<file path="src/rtl/led_mode_ctrl.sv">
// led_mode_ctrl: drives LEDs from synchronized switches in follow, blink or chase mode,
// with a debounced push-button stepping through the modes.
module led_mode_ctrl #(
   parameter int NUM_LEDS       = 4,
   parameter int TICK_DIV       = 1250000,
   parameter int DEBOUNCE_TICKS = 2,
   parameter int SLOW_TICKS     = 50,
   parameter int FAST_TICKS     = 10
) (
   input  logic                clk,
   input  logic                reset_n,
   input  logic [NUM_LEDS-1:0] sw,
   input  logic                btn,
   output logic [NUM_LEDS-1:0] led,
   output logic [1:0]          mode
);
   localparam int CMAX = SLOW_TICKS > FAST_TICKS ? SLOW_TICKS : FAST_TICKS;
   localparam int PW = $clog2(TICK_DIV);
   localparam int DW = $clog2(DEBOUNCE_TICKS + 1);
   localparam int CW = $clog2(CMAX + 1);
   localparam logic [1:0] FOLLOW = 2'd0, BLINK_SLOW = 2'd1, CHASE = 2'd3;

   logic [NUM_LEDS-1:0] sw_s1_q, sw_s2_q, sw_s1_d, sw_s2_d;
   logic                btn_s1_q, btn_s2_q, btn_s1_d, btn_s2_d;
   logic [PW-1:0]       presc_q, presc_d;
   logic [DW-1:0]       db_cnt_q, db_cnt_d;
   logic                db_q, db_d;
   logic [1:0]          mode_q, mode_d;
   logic                phase_q, phase_d;
   logic [CW-1:0]       pcnt_q, pcnt_d;
   logic [NUM_LEDS-1:0] pos_q, pos_d;
   logic [NUM_LEDS-1:0] led_q, led_d;
   logic                tick, db_acc, adv, step;
   logic [CW-1:0]       term;

   always_ff @(posedge clk) begin
      if (!reset_n) begin
         sw_s1_q  <= '0;
         sw_s2_q  <= '0;
         btn_s1_q <= 1'b0;
         btn_s2_q <= 1'b0;
         presc_q  <= '0;
         db_cnt_q <= '0;
         db_q     <= 1'b0;
         mode_q   <= FOLLOW;
         phase_q  <= 1'b1;
         pcnt_q   <= '0;
         pos_q    <= NUM_LEDS'(1);
         led_q    <= '0;
      end else begin
         sw_s1_q  <= sw_s1_d;
         sw_s2_q  <= sw_s2_d;
         btn_s1_q <= btn_s1_d;
         btn_s2_q <= btn_s2_d;
         presc_q  <= presc_d;
         db_cnt_q <= db_cnt_d;
         db_q     <= db_d;
         mode_q   <= mode_d;
         phase_q  <= phase_d;
         pcnt_q   <= pcnt_d;
         pos_q    <= pos_d;
         led_q    <= led_d;
      end
   end

   // Synchronizers, prescaler and debouncer; a new level is accepted the cycle the count hits its limit
   always_comb begin
      sw_s1_d  = sw;
      sw_s2_d  = sw_s1_q;
      btn_s1_d = btn;
      btn_s2_d = btn_s1_q;
      tick     = presc_q == PW'(TICK_DIV - 1);
      presc_d  = tick ? '0 : presc_q + 1'b1;
      db_acc   = db_cnt_q == DW'(DEBOUNCE_TICKS);
      db_d     = db_acc ? btn_s2_q : db_q;
      db_cnt_d = (btn_s2_q == db_q || db_acc) ? '0 : db_cnt_q + DW'(tick);
   end

   // Mode advance outranks a coincident phase toggle or chase step
   always_comb begin
      adv     = db_acc & btn_s2_q & ~db_q;
      mode_d  = adv ? mode_q + 2'd1 : mode_q;
      term    = (mode_q == BLINK_SLOW) ? CW'(SLOW_TICKS) : CW'(FAST_TICKS);
      step    = (mode_q != FOLLOW) && (pcnt_q == term);
      pcnt_d  = (adv || step || mode_q == FOLLOW) ? '0 : pcnt_q + CW'(tick);
      phase_d = adv ? 1'b1 : (step && mode_q != CHASE) ? ~phase_q : phase_q;
      pos_d   = adv ? NUM_LEDS'(1)
              : (step && mode_q == CHASE) ? {pos_q[NUM_LEDS-2:0], pos_q[NUM_LEDS-1]} : pos_q;
   end

   always_comb begin
      led_d = (mode_q == CHASE) ? pos_q : sw_s2_q & {NUM_LEDS{phase_q | (mode_q == FOLLOW)}};
   end

   assign led  = led_q;
   assign mode = mode_q;
endmodule

</file>
<file path="config.mk">
export PLATFORM = sky130hd
export DESIGN_NAME = led_mode_ctrl
export DESIGN_NICKNAME = d
export VERILOG_FILES = /design/src/rtl/led_mode_ctrl.sv
export SDC_FILE = /design/constraint.sdc
export NUM_CORES = 1
export LEC_CHECK = 0
export BUFFER_PORTS_ARGS = -buffer_cell sky130_fd_sc_hd__buf_2
export CORE_MARGIN = 5
export CORE_UTILIZATION = 30
export CTS_BUF_LIST = sky130_fd_sc_hd__clkbuf_4
export DETAILED_ROUTE_END_ITERATION = 12
export PLACE_DENSITY = 0.5
export REMOVE_ABC_BUFFERS = 1
export SLEW_MARGIN = 20
export SYNTH_ARGS = -nofsm -noshare
export SYNTH_HDL_FRONTEND = slang
export SYNTH_SLANG_ARGS = --single-unit
</file>
<file path="constraint.sdc">
create_clock -name clk -period 2.3 [get_ports clk]
set_clock_uncertainty 0.05 [all_clocks]
set_input_delay 0.115 -clock clk [delete_from_list [all_inputs] [get_ports clk]]
set_output_delay 0.115 -clock clk [all_outputs]
set_load 0.02 [all_outputs]
</file>
Yosys cells after proc, flatten, opt, wreduce, memory -nomap -nowiden
Index checks and enable logic that the tools add are counted.
{"block": "totals", "ff_bits": 51, "wordCells": 44}
{"block": "op_classes", "add_sub_neg": 4, "n_eq_ne": 7, "muxes": 2, "bitwise_logic": 7, "reduce_logical": 12}
{"operator": "21-bit by 1-bit adder with 21-bit output, second input constant", "count": 1}
{"operator": "21-bit == test, second input constant", "count": 1}
{"operator": "2-bit OR reduction", "count": 4}
{"operator": "6-bit by 1-bit adder with 6-bit output", "count": 1}
{"operator": "6-bit == test", "count": 1}
{"operator": "6-bit 2-to-1 mux", "count": 1}
{"operator": "4-bit AND", "count": 1}
{"operator": "2-bit == test, second input constant", "count": 2}
{"operator": "4-bit 2-to-1 mux", "count": 1}
{"operator": "1-bit logical AND", "count": 3}
{"operator": "1-bit logical OR", "count": 3}
{"operator": "1-bit NOT", "count": 3}
{"operator": "2-bit by 1-bit adder with 2-bit output", "count": 1}
{"operator": "2-bit by 1-bit adder with 2-bit output, second input constant", "count": 1}
{"operator": "1-bit AND", "count": 2}
{"operator": "2-bit by 1-bit == test with 1-bit output, second input constant", "count": 1}
{"operator": "2-bit logical NOT", "count": 1}
{"operator": "2-bit inequality test, second input constant", "count": 1}
{"operator": "2-bit nonzero test", "count": 1}
{"operator": "1-bit == test", "count": 1}
{"operator": "1-bit bitwise OR", "count": 1}

Logic depth before layout (Yosys ltp)
{"block": "depth", "word_depth": 7, "ltp_mapped": 9}

Worst setup path after synthesis
Ideal clock, no wire load.
{"block": "synth_timing", "path_kind": "register to register", "start": "reg presc_q[0]", "end": "reg pcnt_q[4]", "setup_ps": 120, "t_arrival_ps": 2219, "setup_slack_ps": -89, "stages_incl_launch_ff": 10, "n_path_buf": 0, "cell_sequence": "dfxtp_1 ha_1 nand3_2 or4b_4 nor4_1 ha_1 ha_1 nand3_1 xor2_1 nor2_1"}
{"block": "synth_via", "elab_chain_len": 2}
{"element": "start, declared", "line": "25", "text": "logic [PW-1:0] presc_q, presc_d;"}
{"element": "start signal, assigned", "line": "55", "text": "presc_q <= presc_d;"}
{"element": "21-bit == test", "line": "72", "text": "tick = presc_q == PW'(TICK_DIV - 1);"}
{"element": "6-bit by 1-bit adder with 6-bit output", "line": "85", "text": "pcnt_d = (adv || step || mode_q == FOLLOW) ? '0 : pcnt_q + CW'(tick);"}
{"element": "end signal, assigned", "line": "60", "text": "pcnt_q <= pcnt_d;"}
{"element": "end, declared", "line": "30", "text": "logic [CW-1:0] pcnt_q, pcnt_d;"}
Every way passes these cells.
A chain may end at the register's enable or synchronous reset.

Final worst setup path
{"block": "layout_timing", "start": "reg presc_q[1]", "end": "reg pcnt_q[5]"}
Same word-level chain as after synthesis.

==> impl_metrics.csv <==
group,metric,value,unit
outcome,status,"finished, final reports clean",
clocking,insertion_delay,0.38,ns
timing,fmax,469,MHz
critical_path,endpoint_kind,"register",
timing,worst_pin_slew,0.489,ns
yosys,ys_top_cells_by_count,"51 x dfxtp_1, 29 x nor2_1, 14 x nand2_1",
clocking,cts_tree,"yes",
global_routing,grt_overflow,0,
die,start_util,30.5,%
critical_path,crit_required,2.54,ns
clocking,path_clk_slew,0.16,ns
critical_path,arrival,2.37,ns
power,p_per_area,534,nW/µm²
routing,viasPerCell,4.46,
critical_path,start_kind,"register",
global_routing,grt_pass1_vias,1565,
placement,gp_congestion,0.744,
timing,finalSetupViolations,0,
routing,routed_wl,3980,µm
min_path,hp-class,"primary input to register",
yosys,synth_ff_type,"dfxtp_1",
global_routing,grtUsageTotal,9.67,%
clocking,cts.sinks,51,
power,internal-power,1.07,mW
power,share_clk_of_total_power,31.3,%
clocking,cts_root_buf,"clkbuf_4",
routing,wl_per_cell,10.7,µm
critical_path,max_stage_delay,0.54,ns
placement,detailed_place_hpwl,2830,µm
clocking,numCtsBuffers,5,
final_layout,antennaDiodeCount,0,
flow_run,cap_violations,0,
yosys,synth-seq-cells,51,
clocking,cts_buffer_depth,2,
routing,dr.first_iter.drc_count,94,
timing,finalSetupTns,0,ns
yosys,ys_warn_count,0,
timing,finalCriticalPeriod,2.13,ns
timing,finalCritPeriodShare,92.8,%
final_layout,fin_util,37.0,%
yosys,ys_types,36,
final_layout,final_nets,286,
die,die_h,95.1,µm
power,switching_share,24.4,%
die,design.die.area,9050,µm²
critical_path,crit_fanout,2,
yosys,yosysTopAreaCell,"dfxtp_1",
placement,io_buffers,12,
power,p_switching,344,µW
routing,drtAntennaViolNets,0,
critical_path,path_delay_family,"simple AND/OR/NAND/NOR gates",
timing,hold_slack,0.115,ns
critical_path,crit_top_cell,"nor2_1",
critical_path,rrSetupSlack,0.17,ns
yosys,synth_area,2170,µm²
critical_path,cp_cell_sequence,"ha_2 > nand3_2 > or4b_4 > nor4_4 > buf_4 > ha_4 > nand3_1 > nor2_1 > xnor2_1 > nor2_1",
power,p_seq_share,64.1,%
timing,finalWorstSetupSlack,0.166,ns
final_layout,drive_gt1_share,18.3,%
yosys,yosys.cell_count.top_type,"dfxtp_1",
placement,dp_slack,-0.0419,ns
yosys,synthCells,234,
die,fp-row-count,31,
power,power,1.41,mW
power,leakagePower,0.953,nW
power,p_comb_share,4.6,%
global_routing,grt_pass1_wl,7040,µm
yosys,async_reset_ff_share,0,%
critical_path,worstSetupPathType,"register to register",
timing,finalHoldViolCount,0,
global_routing,grt_max_degree,22,
yosys,synth_area_leaders,"dfxtp_1 47%, xnor2_1 5.2%, nor2_1 5.0%",
clocking,htreeDepth,2,
die,coreArea,7140,µm²
routing,drc,0,
yosys,synth_edf_count,0,
routing,vias,1658,
critical_path,slowest_stage,"or4b_4",
die,boundaryPins,13,
yosys,seq_area_frac_synth,47.0,%
yosys,synth_top_area_share,47.0,%
final_layout,areaGrowthSynthToFinish,21.4,%
critical_path,worst-path-buf-inv,1,
die,die_w,95.1,µm
routing,drtPass1Iterations,4,
global_routing,grt_antenna_before_repair,0,
timing,drv_slew,0,
timing,slew_headroom,67.3,%
power,ir_worst_vdd,0.309,mV
yosys,synth_area_per_cell,9.29,µm²
timing,rsz0062_at_grt,"false",
-- state kept, by name, indices dropped and copies added (netlist names) --
name / cells
sw_s1_q: 4
btn_s2_q: 1
btn_s1_q: 1
pcnt_q: 6
mode: 2
phase_q: 1
presc_q: 21
db_q: 1
db_cnt_q: 2
pos_q: 4
sw_s2_q: 4
led: 4
-- cells by family (layout without fill, tap and decap cells) --
family	Yosys count	in the layout	synth area share (%)
AOI/OAI and AO/OA	21	21	6.39
xor gates and xnor gates	20	20	8.06
adders and majority gates	7	7	4.03
buffers and inverters	16	55	3.45
DFF	51	51	47.0
muxes	4	4	1.84
and+or+nand+nor	115	115	29.2
-- metal layers --
metal	vias to the layer above	track usage (%)	routed length, µm
met4	0	4.33	73
met1	757	12.5	2070
met2	14	15.5	1730
li1	880	-	-
met3	7	1.89	102
met5	-	0	0
-- worst paths after layout --
kind | cells after the start | startpoint | end
worst max register to register | 10 | presc_q[1]$_SDFF_PP0_ | pcnt_q[5]$_SDFF_PP0_
worst min-delay path | 3 | reset_n | phase_q$_SDFFE_PP1P_
worst max-delay path | 10 | presc_q[1]$_SDFF_PP0_ | pcnt_q[5]$_SDFF_PP0_
worst min register to register | 1 | btn_s1_q$_SDFF_PN0_ | btn_s2_q$_SDFF_PN0_
-- what timing repair did --
action	CTS	global route
hold buffers	5	0
pin swaps	1	0
setup buffers	1	0
gates resized for setup	5	4
endpoints found under the hold margin	5	0
setup endpoints to repair	2	1
-- worst register-to-register path, delay by kind of cell, from the launching register on --
kind	cells	cell delay (ns)
buffers and inverters	1	0.16
xor gates and xnor gates	1	0.12
and+or+nand+nor	6	1.05
adders and majority gates	2	0.31
DFF	1	0.36
-- layout by cell type, fill, tap and decap left out, drive strengths merged, types with 10 or more instances in the layout --
cell	n
inv	13
dfxtp	51
nand2	14
xnor2	13
nor2	29
nand3	10
a21oi	11
buf	31
and2	11
-- metrics by stage --
| stage | instances | area, µm² |
|---|---|---|
| after floorplan | 229 | 2140 |
| after global routing | 372 | 2640 |
| after CTS | 372 | 2610 |
| final | 372 | 2640 |
| after detailed placement | 358 | 2470 |
| after global placement | 358 | 2470 |
-- area by class of cell --
| class | instances | area (µm²) |
|---|---|---|
| Tap cell | 99 | 124 |
| Clock inverter | 3 | 27.5 |
| Fill cell | 758 | 4500 |
| Clock buffer | 5 | 37.5 |
| Timing Repair Buffer | 36 | 265 |
| Inverter | 11 | 41.3 |
| Multi-Input combinational cell | 167 | 1120 |
| Sequential cell | 51 | 1020 |
-- power by group through the flow --
stage / registers (mW) / logic (mW) / clock network, mW
floorplan: 0.926 / 0.0253 / 0
global placement: 0.922 / 0.0592 / 0
detailed placement: 0.922 / 0.0593 / 0
CTS: 0.904 / 0.0664 / 0.470
global route: 0.906 / 0.0742 / 0.508
finish: 0.904 / 0.0650 / 0.441
(Power assumes the default switching activity.)
